`config.mk`:
```
export PLATFORM = sky130hd
export DESIGN_NAME = tinyalu_core
export DESIGN_NICKNAME = d
export VERILOG_FILES = /design/src/rtl/tinyalu_pkg.sv /design/src/rtl/tinyalu_mult.sv /design/src/rtl/tinyalu_core.sv
export SDC_FILE = /design/constraint.sdc
export NUM_CORES = 1
export LEC_CHECK = 0
export CAP_MARGIN = 20
export CORE_UTILIZATION = 60
export CTS_BUF_LIST = sky130_fd_sc_hd__clkbuf_16
export CTS_CLUSTER_DIAMETER = 60
export CTS_CLUSTER_SIZE = 8
export DETAILED_ROUTE_END_ITERATION = 8
export PLACE_DENSITY_LB_ADDON = 0.15
export SLEW_MARGIN = 20
export SYNTH_ARGS = -nofsm -noshare
export SYNTH_HDL_FRONTEND = slang
export SYNTH_SLANG_ARGS = --single-unit
```
`constraint.sdc`:
```
create_clock -name clk -period 2.48 [get_ports clk]
set_input_delay 0.496 -clock clk [delete_from_list [all_inputs] [get_ports clk]]
set_output_delay 0.496 -clock clk [all_outputs]
set_load 0.05 [all_outputs]
```
`src/rtl/tinyalu_pkg.sv`:
```
// Shared types, widths and the single-cycle ALU evaluation for the TinyALU responder.
package tinyalu_pkg;

    localparam int DATA_W   = 8;
    localparam int RESULT_W = 16;
    localparam int OP_W     = 3;

    typedef enum logic [OP_W-1:0] {
        no_op  = 3'b000,
        add_op = 3'b001,
        and_op = 3'b010,
        xor_op = 3'b011,
        mul_op = 3'b100,
        rst_op = 3'b111
    } operation_t;

    typedef enum logic [1:0] {
        IDLE = 2'b00,
        EXEC = 2'b01,
        MUL  = 2'b10,
        HOLD = 2'b11
    } state_t;

    // add keeps its carry in bit 8, so it can never overflow the result
    function automatic logic [RESULT_W-1:0] alu_eval(
        input operation_t        op,
        input logic [DATA_W-1:0] a,
        input logic [DATA_W-1:0] b
    );
        logic [RESULT_W-1:0] res;
        case (op)
            add_op:  res = {7'b000_0000, ({1'b0, a} + {1'b0, b})};
            and_op:  res = {8'h00, (a & b)};
            xor_op:  res = {8'h00, (a ^ b)};
            default: res = 16'h0000;
        endcase
        return res;
    endfunction

endpackage

```
`src/rtl/tinyalu_mult.sv`:
```
// Pipelined 8x8 unsigned multiplier; the product and its valid bit travel LATENCY register stages.
module tinyalu_mult
    import tinyalu_pkg::*;
#(
    parameter int LATENCY = 3
) (
    input  logic                clk,
    input  logic                reset_n,
    input  logic                in_valid,
    input  logic [DATA_W-1:0]   a,
    input  logic [DATA_W-1:0]   b,
    output logic                out_valid,
    output logic [RESULT_W-1:0] product
);

    logic [RESULT_W-1:0] prod_r [LATENCY];
    logic [LATENCY-1:0]  vld_r;

    // Product and valid shift chain; reset wipes any in-flight multiply
    always_ff @(posedge clk or negedge reset_n) begin
        if (!reset_n) begin
            vld_r <= '0;
            for (int i = 0; i < LATENCY; i++) begin
                prod_r[i] <= 16'h0000;
            end
        end else begin
            vld_r[0]  <= in_valid;
            prod_r[0] <= {8'h00, a} * {8'h00, b};
            for (int i = 1; i < LATENCY; i++) begin
                vld_r[i]  <= vld_r[i-1];
                prod_r[i] <= prod_r[i-1];
            end
        end
    end

    assign out_valid = vld_r[LATENCY-1];
    assign product   = prod_r[LATENCY-1];

endmodule

```
`src/rtl/tinyalu_core.sv`:
```
// TinyALU responder: accepts an operation on start, returns result with a one-cycle done pulse.
module tinyalu_core
    import tinyalu_pkg::*;
#(
    parameter int MUL_LATENCY = 3
) (
    input  logic                clk,
    input  logic                reset_n,
    input  logic [DATA_W-1:0]   A,
    input  logic [DATA_W-1:0]   B,
    input  logic [OP_W-1:0]     op,
    input  logic                start,
    output logic                done,
    output logic [RESULT_W-1:0] result
);

    state_t              state_r;
    operation_t          op_r;
    logic [DATA_W-1:0]   a_r;
    logic [DATA_W-1:0]   b_r;
    operation_t          op_s;
    logic                mul_go_s;
    logic                mul_valid_s;
    logic [RESULT_W-1:0] mul_prod_s;
    logic [RESULT_W-1:0] alu_s;

    assign op_s = operation_t'(op);

    // Launch the multiplier on the same edge the FSM accepts a mul
    always_comb begin
        mul_go_s = 1'b0;
        if ((state_r == IDLE) && start && (op_s == mul_op)) begin
            mul_go_s = 1'b1;
        end else begin
            mul_go_s = 1'b0;
        end
    end

    // Single-cycle operations work from the captured operands only
    always_comb begin
        alu_s = alu_eval(op_r, a_r, b_r);
    end

    tinyalu_mult #(
        .LATENCY (MUL_LATENCY)
    ) u_mult (
        .clk       (clk),
        .reset_n   (reset_n),
        .in_valid  (mul_go_s),
        .a         (A),
        .b         (B),
        .out_valid (mul_valid_s),
        .product   (mul_prod_s)
    );

    // Control FSM with registered done/result; HOLD blocks re-trigger while start stays high
    always_ff @(posedge clk or negedge reset_n) begin
        if (!reset_n) begin
            state_r <= IDLE;
            op_r    <= no_op;
            a_r     <= 8'h00;
            b_r     <= 8'h00;
            done    <= 1'b0;
            result  <= 16'h0000;
        end else begin
            case (state_r)
                IDLE: begin
                    done <= 1'b0;
                    if (start) begin
                        case (op_s)
                            add_op, and_op, xor_op: begin
                                op_r    <= op_s;
                                a_r     <= A;
                                b_r     <= B;
                                state_r <= EXEC;
                            end
                            mul_op: begin
                                op_r    <= op_s;
                                a_r     <= A;
                                b_r     <= B;
                                state_r <= MUL;
                            end
                            default: begin
                                state_r <= IDLE;
                            end
                        endcase
                    end else begin
                        state_r <= IDLE;
                    end
                end
                EXEC: begin
                    result  <= alu_s;
                    done    <= 1'b1;
                    state_r <= HOLD;
                end
                MUL: begin
                    if (mul_valid_s) begin
                        result  <= mul_prod_s;
                        done    <= 1'b1;
                        state_r <= HOLD;
                    end else begin
                        done    <= 1'b0;
                        state_r <= MUL;
                    end
                end
                HOLD: begin
                    done <= 1'b0;
                    if (!start) begin
                        state_r <= IDLE;
                    end else begin
                        state_r <= HOLD;
                    end
                end
                default: begin
                    done    <= 1'b0;
                    state_r <= IDLE;
                end
            endcase
        end
    end

endmodule

```
==> metrics.md <==
| Metric | Value |
|---|---|
| Post-detail-place hpwl | 9380 µm |
| Pwr dens | 1180 nW/µm² |
| Routed len/inst | between 20 and 25 µm |
| Most frequent cells in the layout | 89 x dfrtp_1, 55 x buf_4, 41 x inv_1 |
| Max VDD drop | 588 µV |
| PnR worst setup slack | -1.43 ns |
| Yosys top cell by area | dfrtp_1 |
| Mapped cell area | about 5600 µm² |
| Main flop type after synthesis | dfrtp_1 |
| WL final | 15200 µm |
| Area added between synthesis and finish | 31.9% |
| All-layer global routing usage | 0.299 |
| Psw | 3.55 mW |
| Final hold violation count | 0 |
| Nets | 726 |
| Vias per cell | 6.15 |
| Clk sinks | 89 |
| DRT Pass-1 Iters | 9 |
| Worst-case reg-to-reg path depth | 6 |
| Final Skew | about 0.0065 ns |
| Flop pwr share | 0.277 |
| CTS Buf Count | 9 |
| Seq cells post-synth | 89 |
| Overall Power | 8.70 mW |
| Crit start category | input port |
| EDFF count, synth | 0 |
| Avg Cell Area, Syn | 10.9 µm² |
| Outcome | complete, but fails checks |
| Xor-xnor portion of the synthesized cell area | 0.0172 |
| Clk slew on worst S/H paths | 0.06 ns |
| Leak pwr | 3.49 nW |
| Fmax | 255 MHz |
| Setup TNS | -12.64 ns |
| Class of the worst hold path | in -> async |
| Pins over their slew limit | 0 |
| CTS tree | built |
| Via count | about 4500 |
| Core area | 8890 µm² |
| Compound-cell area share of the yosys netlist | 0.129 |
| Async S/R FF share, synth | 1.00 |
| CP Data Arrival Time | around 4.2 ns |
| Initial DRC Count | 292 |
| Clock Latency Late Sink | 0.34 ns |
| Die Y | 98.5 µm |
| Combinational power share | 0.556 |
| R2R setup slack | 0.31 ns |
| DIE AREA | 9710 µm² |
| Max_cap viols | 0 |
| Input/output buffers | 38 |
| Sw Share | 0.408 |
| Vias in the first global route | 4498 |
| DRC | 7 |
| Clock share of power | 0.167 |
| Inserted Diodes | 0 |
| Most common cell after layout, fill and taps aside | dfrtp_1 |
| Synth area leaders | dfrtp_1 40%, fa_1 13%, ha_1 9.8% |
| Main combinational cell family by area after synthesis | adder cells |
| Post-route ant nets | 0 |
| Post-synthesis mux area share | 0.0396 |
| Final Cycle Share | 1.58 |
| Syn nets | 617 |
| Hold slack final | 0.142 ns |
| Num ports | 39 |
| Placer Congestion | 0.873 |
| Critical R2R Launch | a_r[1] |
| Worst slew margin | 0.424 |
| Yosys Warn Count | 0 |
| Die width | 98.5 µm |
| First-pass GRT wire length | approximately 23000 µm |
| Synth Area in Adders | 0.231 |
| Share of the synthesized area in the top cell type | 0.398 |
| Finished Cell Area | 7370 µm² |
| Cell Int Power | 5.15 mW |
| Critical Path RT | 2.75 ns |
| Post-layout min period | 3.91 ns |
| Antenna violations before repair | 0 |
| Simple-gate share of the synthesized area | 0.140 |
| Distinct cells, synth | 52 |
| CP Class | in -> reg |
| Worst R2R End | result[7] |
| Gate Count Post-Synth | 514 |
| H-tree levels | 3 |
| Cts hold-fix bufs | 0 |
| Slew of the pin with the lowest slew margin | between 0.8 and 0.9 ns |
| Setup crit end kind | register |
| Clock Tree Buf Depth | 2 |
| Unrepaired setup endpoints after global routing | yes |
| Largest net degree at the start of global routing | 43 |
| Failing checks | DRC, setup timing |
| Global route overflow | 0 |
| DP Area | 6610 µm² |
| CP Launch Point | A[2] |
| Row count | 34 |
| Root Buffer Master | clkbuf_16 |
| Starting Density | 0.629 |
| Worst Path Max Fanout | 5 |
| Share of layout cells above drive strength 1 | 0.318 |
| Sequential fraction of the synthesis area | 0.398 |
| Final Setup Violations | 12 |
cells in the mapped netlist, types with 2 or more instances:
library cell	n
buf_2	2
xnor2_1	8
a41oi_1	2
a31o_2	2
mux2_2	17
nand2b_1	4
a211oi_1	3
nor3_1	15
buf_1	2
a22o_1	19
o21bai_1	3
clkbuf_1	9
nand2_1	28
o21ai_0	15
a22oi_1	6
dfrtp_1	89
xor2_1	3
o211ai_1	5
ha_1	44
nor2_1	24
inv_1	53
mux2i_1	3
nor2b_1	4
a21o_1	7
fa_1	37
nand3_1	5
o21a_1	3
a21oi_1	21
nor4b_1	2
a211o_1	3
and2_1	54
a311oi_1	2
registers in the layout, summed over array words and instances, names as in the netlist:
| signal | flops |
|---|---|
| u_mult.product | 16 |
| u_mult.prod_r | 32 |
| done | 1 |
| op_r | 3 |
| a_r | 8 |
| state_r | 2 |
| result | 16 |
| u_mult.vld_r | 3 |
| b_r | 8 |
how the worst max path moves through the flow:
stage	end	slack, ns	depth (start not counted)
after floorplan	u_mult.prod_r[45]	-1.51	12
after global placement	u_mult.prod_r[45]	-2.18	13
after detailed placement	u_mult.prod_r[45]	-2.29	13
after CTS	u_mult.prod_r[45]	-1.58	16
after global routing	u_mult.prod_r[45]	-1.54	13
final	u_mult.prod_r[45]	-1.43	15
layout make-up:
| type | instances | area, µm² |
|---|---|---|
| fillers | 459 | 1520 |
| multi-input cells | 359 | 3440 |
| clock inverters | 7 | 93.8 |
| well taps | 108 | 135 |
| flip-flops and latches | 89 | 2230 |
| clock buffers | 9 | 225 |
| inverters | 53 | 199 |
| repair buffers | 111 | 1050 |
power by group through the flow:
| stage | sequential (mW) | combinational [mW] | clock, mW |
|---|---|---|---|
| after floorplan | 2.58 | 2.45 | 0 |
| after global routing | 2.46 | 5.15 | 1.52 |
| after detailed placement | 2.39 | 3.86 | 0 |
| after global placement | 2.34 | 3.70 | 0 |
| after CTS | 2.38 | 4.19 | 1.44 |
| final | 2.41 | 4.84 | 1.45 |
critical path: stages:
cell and delay, ns:
buf_12 0.10, buf_12 0.10, nand2_8 0.04, fa_1 0.49, fa_1 0.49, inv_1 0.05, fa_1 0.49, inv_2 0.04
fa_1 0.52, inv_2 0.05, ha_4 0.16, or3_4 0.37, o221a_4 0.26, or4_4 0.41, nand4_1 0.10
stage by stage:
stage / worst slack, ns / util / instances
2_1_floorplan: -1.51 / - / 514
3_3_place_gp: -2.18 / 0.744 / 703
6_report: -1.43 / 0.829 / 736
5_1_grt: -1.54 / 0.829 / 736
4_1_cts: -1.58 / 0.796 / 727
3_5_place_dp: -2.29 / 0.744 / 703
what timing repair did:
action | in CTS | in global routing
endpoints found under the setup margin | 13 | 12
buffers inserted | 8 | 13
resized for setup | 96 | 82
pin swaps | 32 | 53
routing by layer:
layer,global-route usage,up-vias,part of all wire
met5,0,-,0
met4,0.138,0,0.042
met3,0.0454,61,0.046
met2,0.515,218,0.51
met1,0.376,2279,0.40
li1,-,1970,-
cell families after synthesis:
kind of cell | Yosys count
AND/OR/NAND/NOR | 147
AO/OA/AOI/OAI | 100
flip-flops | 89
adder cells (fa/ha/maj) | 81
buffers and inverters | 66
multiplexers | 20
XOR/XNOR | 11
(Power assumes the default switching activity.)
